## config.mk

```make
export PLATFORM = sky130hd
export DESIGN_NAME = lfsr_stream_encoder
export DESIGN_NICKNAME = d
export VERILOG_FILES = /design/src/rtl/lfsr_stream_encoder.sv
export SDC_FILE = /design/constraint.sdc
export NUM_CORES = 1
export LEC_CHECK = 0
export BUFFER_PORTS_ARGS = -buffer_cell sky130_fd_sc_hd__buf_2
export CORE_ASPECT_RATIO = 0.7
export CORE_MARGIN = 2
export CORE_UTILIZATION = 50
export CTS_BUF_LIST = sky130_fd_sc_hd__clkbuf_8
export DETAILED_ROUTE_END_ITERATION = 10
export GPL_TIMING_DRIVEN = 0
export PLACE_DENSITY_LB_ADDON = 0.2
export SYNTH_ARGS = -nofsm -noshare
export SYNTH_HDL_FRONTEND = slang
export SYNTH_SLANG_ARGS = --single-unit
```

## constraint.sdc

```tcl
create_clock -name clk -period 1.7 [get_ports clk]
set_input_delay 0.17 -clock clk [delete_from_list [all_inputs] [get_ports clk]]
set_output_delay 0.17 -clock clk [all_outputs]
set_load 0.005 [all_outputs]
```

## src/rtl/lfsr_stream_encoder.sv

```systemverilog
// Streams programmable pad words then message words, each XORed with a Fibonacci LFSR keystream.
// Optional macro PARITY_INSERT_EN replaces each message-word MSB with even parity of its low bits.
module lfsr_stream_encoder #(
  parameter int unsigned WIDTH = 8,
  parameter int unsigned LEN_W = 8,
  parameter int unsigned PAD_W = 6,
  parameter logic [WIDTH-1:0] PAD_CHAR = WIDTH'(8'hA0)
) (
  input  logic             clk,
  input  logic             init_n,
  input  logic             start,
  input  logic [WIDTH-1:0] cfg_tap,
  input  logic [WIDTH-1:0] cfg_seed,
  input  logic [PAD_W-1:0] cfg_pad_len,
  input  logic [LEN_W-1:0] cfg_msg_len,
  input  logic             in_valid,
  input  logic [WIDTH-1:0] in_data,
  output logic             in_ready,
  output logic             out_valid,
  output logic [WIDTH-1:0] out_data,
  input  logic             out_ready,
  output logic             busy,
  output logic             done
);

  typedef enum logic [1:0] {StIdle, StPad, StMsg, StFlush} state_e;

  state_e           state_q, state_d;
  logic [WIDTH-1:0] lfsr_q, lfsr_d;
  logic [WIDTH-1:0] tap_q, tap_d;
  logic [PAD_W-1:0] pad_cnt_q, pad_cnt_d;
  logic [LEN_W-1:0] msg_cnt_q, msg_cnt_d;
  logic             out_valid_q, out_valid_d;
  logic [WIDTH-1:0] out_data_q, out_data_d;
  logic             done_q, done_d;

  logic             can_load;
  logic             load;
  logic [WIDTH-1:0] load_word;
  logic [WIDTH-1:0] msg_word;

`ifdef PARITY_INSERT_EN
  assign msg_word = {^in_data[WIDTH-2:0], in_data[WIDTH-2:0]};
`else
  assign msg_word = in_data;
`endif

  assign can_load = !out_valid_q || out_ready;

  always_comb begin
    state_d     = state_q;
    lfsr_d      = lfsr_q;
    tap_d       = tap_q;
    pad_cnt_d   = pad_cnt_q;
    msg_cnt_d   = msg_cnt_q;
    out_valid_d = out_valid_q;
    out_data_d  = out_data_q;
    done_d      = 1'b0;
    load        = 1'b0;
    load_word   = '0;
    in_ready    = 1'b0;

    if (out_valid_q && out_ready) out_valid_d = 1'b0;

    unique case (state_q)
      StIdle: begin
        if (start) begin
          tap_d     = cfg_tap;
          lfsr_d    = cfg_seed;
          pad_cnt_d = cfg_pad_len;
          msg_cnt_d = cfg_msg_len;
          if (cfg_pad_len != '0)      state_d = StPad;
          else if (cfg_msg_len != '0) state_d = StMsg;
          else                        state_d = StFlush;
        end
      end
      StPad: begin
        if (can_load) begin
          load      = 1'b1;
          load_word = PAD_CHAR;
          pad_cnt_d = pad_cnt_q - 1'b1;
          if (pad_cnt_q == PAD_W'(1)) state_d = (msg_cnt_q != '0) ? StMsg : StFlush;
        end
      end
      StMsg: begin
        in_ready = can_load;
        if (in_valid && can_load) begin
          load      = 1'b1;
          load_word = msg_word;
          msg_cnt_d = msg_cnt_q - 1'b1;
          if (msg_cnt_q == LEN_W'(1)) state_d = StFlush;
        end
      end
      StFlush: begin
        // done is registered; hold FLUSH for the pulse cycle, then return to IDLE
        if (done_q)                          state_d = StIdle;
        else if (!out_valid_q || out_ready) done_d  = 1'b1;
      end
      default: state_d = StIdle;
    endcase

    if (load) begin
      out_valid_d = 1'b1;
      out_data_d  = load_word ^ lfsr_q;
      lfsr_d      = {lfsr_q[WIDTH-2:0], ^(lfsr_q & tap_q)};
    end
  end

  always_ff @(posedge clk or negedge init_n) begin
    if (!init_n) begin
      state_q     <= StIdle;
      lfsr_q      <= '0;
      tap_q       <= '0;
      pad_cnt_q   <= '0;
      msg_cnt_q   <= '0;
      out_valid_q <= 1'b0;
      out_data_q  <= '0;
      done_q      <= 1'b0;
    end else begin
      state_q     <= state_d;
      lfsr_q      <= lfsr_d;
      tap_q       <= tap_d;
      pad_cnt_q   <= pad_cnt_d;
      msg_cnt_q   <= msg_cnt_d;
      out_valid_q <= out_valid_d;
      out_data_q  <= out_data_d;
      done_q      <= done_d;
    end
  end

  assign out_valid = out_valid_q;
  assign out_data  = out_data_q;
  assign busy      = (state_q != StIdle);
  assign done      = done_q;

endmodule

```

==> impl_metrics.py <==
metrics = {
    "outcome": {
        "outcome": "finished with violations",
        "violations": "negative setup slack",
    },
    "min_path": {
        "worstHoldPathType": "input pin to asynchronous set/reset pin",
    },
    "setup_path": {
        "startpoint": "msg_cnt_q[2]",
        "critPathCaptureType": "flip-flop",
        "max_stage_delay_ps": 500,
        "cp_top_family": "buffers and inverters",
        "r2r-end": "state_q[0]",
        "rrSetupSlack_ps": -260,
        "cp_slowest_cell": "dfrtp_1",
        "crit_type": "flip-flop to flip-flop",
        "critical_path_required_ps": 1890,
        "reg2regPathDepth": 9,
        "path_common_cell": "buf_4",
        "crit_path_start_kind": "flip-flop",
        "path_max_fanout": 6,
        "cp.buffers_inverters": 5,
        "crit_chain": "nor4_4, buf_4, buf_4, buf_4, buf_4, buf_4, a311oi_1, nor2_1, mux2_4",
        "crit_arrival_ps": 2150,
        "timing.rr.start": "msg_cnt_q[2]",
    },
    "job": {
        "maxCapViolCount": 0,
    },
    "clock_network": {
        "cts_tree": "yes",
        "clock_sinks": 42,
        "cts_hold_buf": 0,
        "htreeDepth": 2,
        "cts_root_buffer": "clkbuf_8",
        "clk_latency_ps": 300,
        "numCtsBuffers": 5,
        "cts.reportedPaths.clkPinSlew_ps": 80,
        "ctsLongestPathBuffers": 2,
    },
    "logic_synthesis": {
        "syn_avg_cell_area_sq_um": 9.28,
        "syn_inst": 261,
        "synth.largest_area_cell": "dfrtp_1",
        "synth_nets": 314,
        "netlist.area_leader.share": 0.434,
        "synth_warnings": 0,
        "syn-cell-area_sq_um": 2420,
        "ys_seq_area_frac": 0.434,
        "ys_ff_latch": 42,
        "synth_cell_type_count": 41,
        "ys_top_cells_by_area": "dfrtp_1, ha_1, mux2_2",
    },
    "floorplan": {
        "rows": 21,
        "initial_core_util": 0.512,
        "dieArea_sq_um": 5430,
        "io-pin-count": 55,
        "die_h_um": 62.2,
        "coreArea_sq_um": 4730,
        "fp.dieW_um": 87.2,
    },
    "cells_and_area": {
        "final_area_sq_um": 3260,
        "layout_common_cells": "buf_2, dfrtp_1, nand2_1",
        "layout_commonest_cell": "buf_2",
        "syn_to_final_growth_pct": 34.6,
        "layout-drive-gt1-share": 0.409,
        "n_antenna_cell": 0,
        "nets": 397,
    },
    "timing": {
        "worst_slack_ps": -259,
        "skew_ps": 4.99,
        "fmax_mhz": 510,
        "tightest_slew_ps": 930,
        "holdWs_ps": 2.99,
        "min_period_over_period": 1.15,
        "finalSetupViolCount": 13,
        "fin_crit_ps": 1960,
        "hold_viol": 0,
        "rsz0062_at_grt": "true",
        "slew-limit-headroom": 0.380,
        "drv_slew": 0,
    },
    "detailed_routing": {
        "ant_nets": 0,
        "wirelength_um": 6010,
        "drc": 0,
        "vias": 2177,
        "drt_iter0_drc": 185,
        "drt_first_pass_iters": 4,
        "avgRoutedWirePerCell_um": 15.0,
        "routed_via_density": 5.42,
    },
    "global_route": {
        "grt_use_met2": 0.304,
        "antenna_found_initial": 0,
        "grt_first_pass_wirelength_um": 9350,
        "grt_pass1_vias": 1931,
        "grtUsageMet1": 0.346,
        "top_usage_layer": "met1",
        "grt_max_degree": 43,
        "grtUsageMet3": 0.0479,
        "grt-ovfl-total": 0,
        "grt_usage": 0.221,
    },
    "placement": {
        "port_buffers": 54,
        "hpwlAfterDp_um": 3900,
        "place_congestion": 0.852,
        "post_dp_cell_area_sq_um": 2780,
        "dp_slack_ps": -350,
    },
    "power": {
        "powerDensity_nw_per_um2": 2030,
        "ir_drop_mv": 0.860,
        "p_leak_nw": 1.53,
    },
}
==> sequential cells by signal, indices dropped and copies added, names as in the netlist <==
register and count:
done 1, out_data 8, lfsr_q 8, pad_cnt_q 6, out_valid 1, state_q 2
tap_q 8, msg_cnt_q 8
==> worst max-delay path by stage <==
stage                        endpoint  slack, ps  cells after the start
after CTS                  state_q[1]       -210                      5
final                      state_q[0]       -260                      9
after global routing       state_q[0]       -310                      9
after floorplan            state_q[0]        -80                      5
after detailed placement  out_data[1]       -350                      9
after global placement    out_data[1]       -330                      9
==> metal layers <==
metal,share of wire,vias to the layer above
met1,0.50,1038
li1,-,1085
met3,0.049,5
met4,0.0098,0
met2,0.44,49
met5,0,-
==> synthesized netlist by cell type <==
cell type  instances
nand4_1            2
a21o_1             2
nand2_1           32
nand3_1            4
or3_4              1
nor4b_1            1
a31oi_1            2
or2_2              2
ha_1              10
xor2_1             8
or3_1              1
buf_1              2
o21ai_1            4
o22a_2             1
and2_1             2
inv_1             13
o21ai_0           23
buf_2              3
and3_1             1
nor4_4             1
a21oi_1           19
o22a_1             4
o22ai_1            4
mux2_2            11
nor3b_1            2
a221o_1            1
o31a_1             1
mux2i_1           10
nor2b_1            4
xnor2_1            5
nand2b_1           3
nand2b_2           1
nor4_1             3
o221a_2            1
dfrtp_1           42
a41oi_1            1
mux2_1             2
nor3_1             4
clkbuf_1           6
a311oi_1           1
nor2_1            21
==> power by group <==
| group | total (W) | internal [W] | leakage (nW) | switching [W] |
|---|---|---|---|---|
| Clock | 0.000695 | 0.000327 | 0.0472 | 0.000368 |
| Sequential | 0.00200 | 0.00152 | 0.493 | 0.000477 |
| Combinational | 0.00393 | 0.00203 | 0.985 | 0.00190 |
| Total | 0.00662 | 0.00388 | 1.53 | 0.00274 |
==> final cells by class <==
class,count,area (sq um)
buffer,10,110
clock buffer,6,82.6
clock inverter,2,12.5
fill,376,1470
inverter,13,48.8
multi-input combinational,195,1400
sequential,42,1050
tap,57,71.3
timing repair buffer,77,479
==> timing repair <==
| item | CTS | global route |
|---|---|---|
| resized for setup | 31 | 43 |
| setup endpoints to repair | 36 | 37 |
| cloned | 1 | 2 |
| buffers inserted | 15 | 6 |
| pin swaps | 3 | 4 |
==> through the flow <==
stage               instances  utilization  setup TNS [ps]  total power [W]
finish                    402        0.689            -654          0.00662
global route              402        0.689           -2450          0.00716
global placement          372        0.588           -6860          0.00480
floorplan                 261            -            -253          0.00409
detailed placement        372        0.588           -7440          0.00487
CTS                       396        0.657            -440          0.00603
==> kinds of logic after synthesis <==
family                   after synthesis  share of synthesized area
AO/OA/AOI/OAI                         64                      0.155
adder cells (fa/ha/maj)               10                     0.0517
XOR/XNOR                              13                     0.0470
AND/OR/NAND/NOR                       85                      0.172
flip-flops                            42                      0.434
buffers and inverters                 24                     0.0387
multiplexers                          23                      0.102
(Power assumes the default switching activity.)
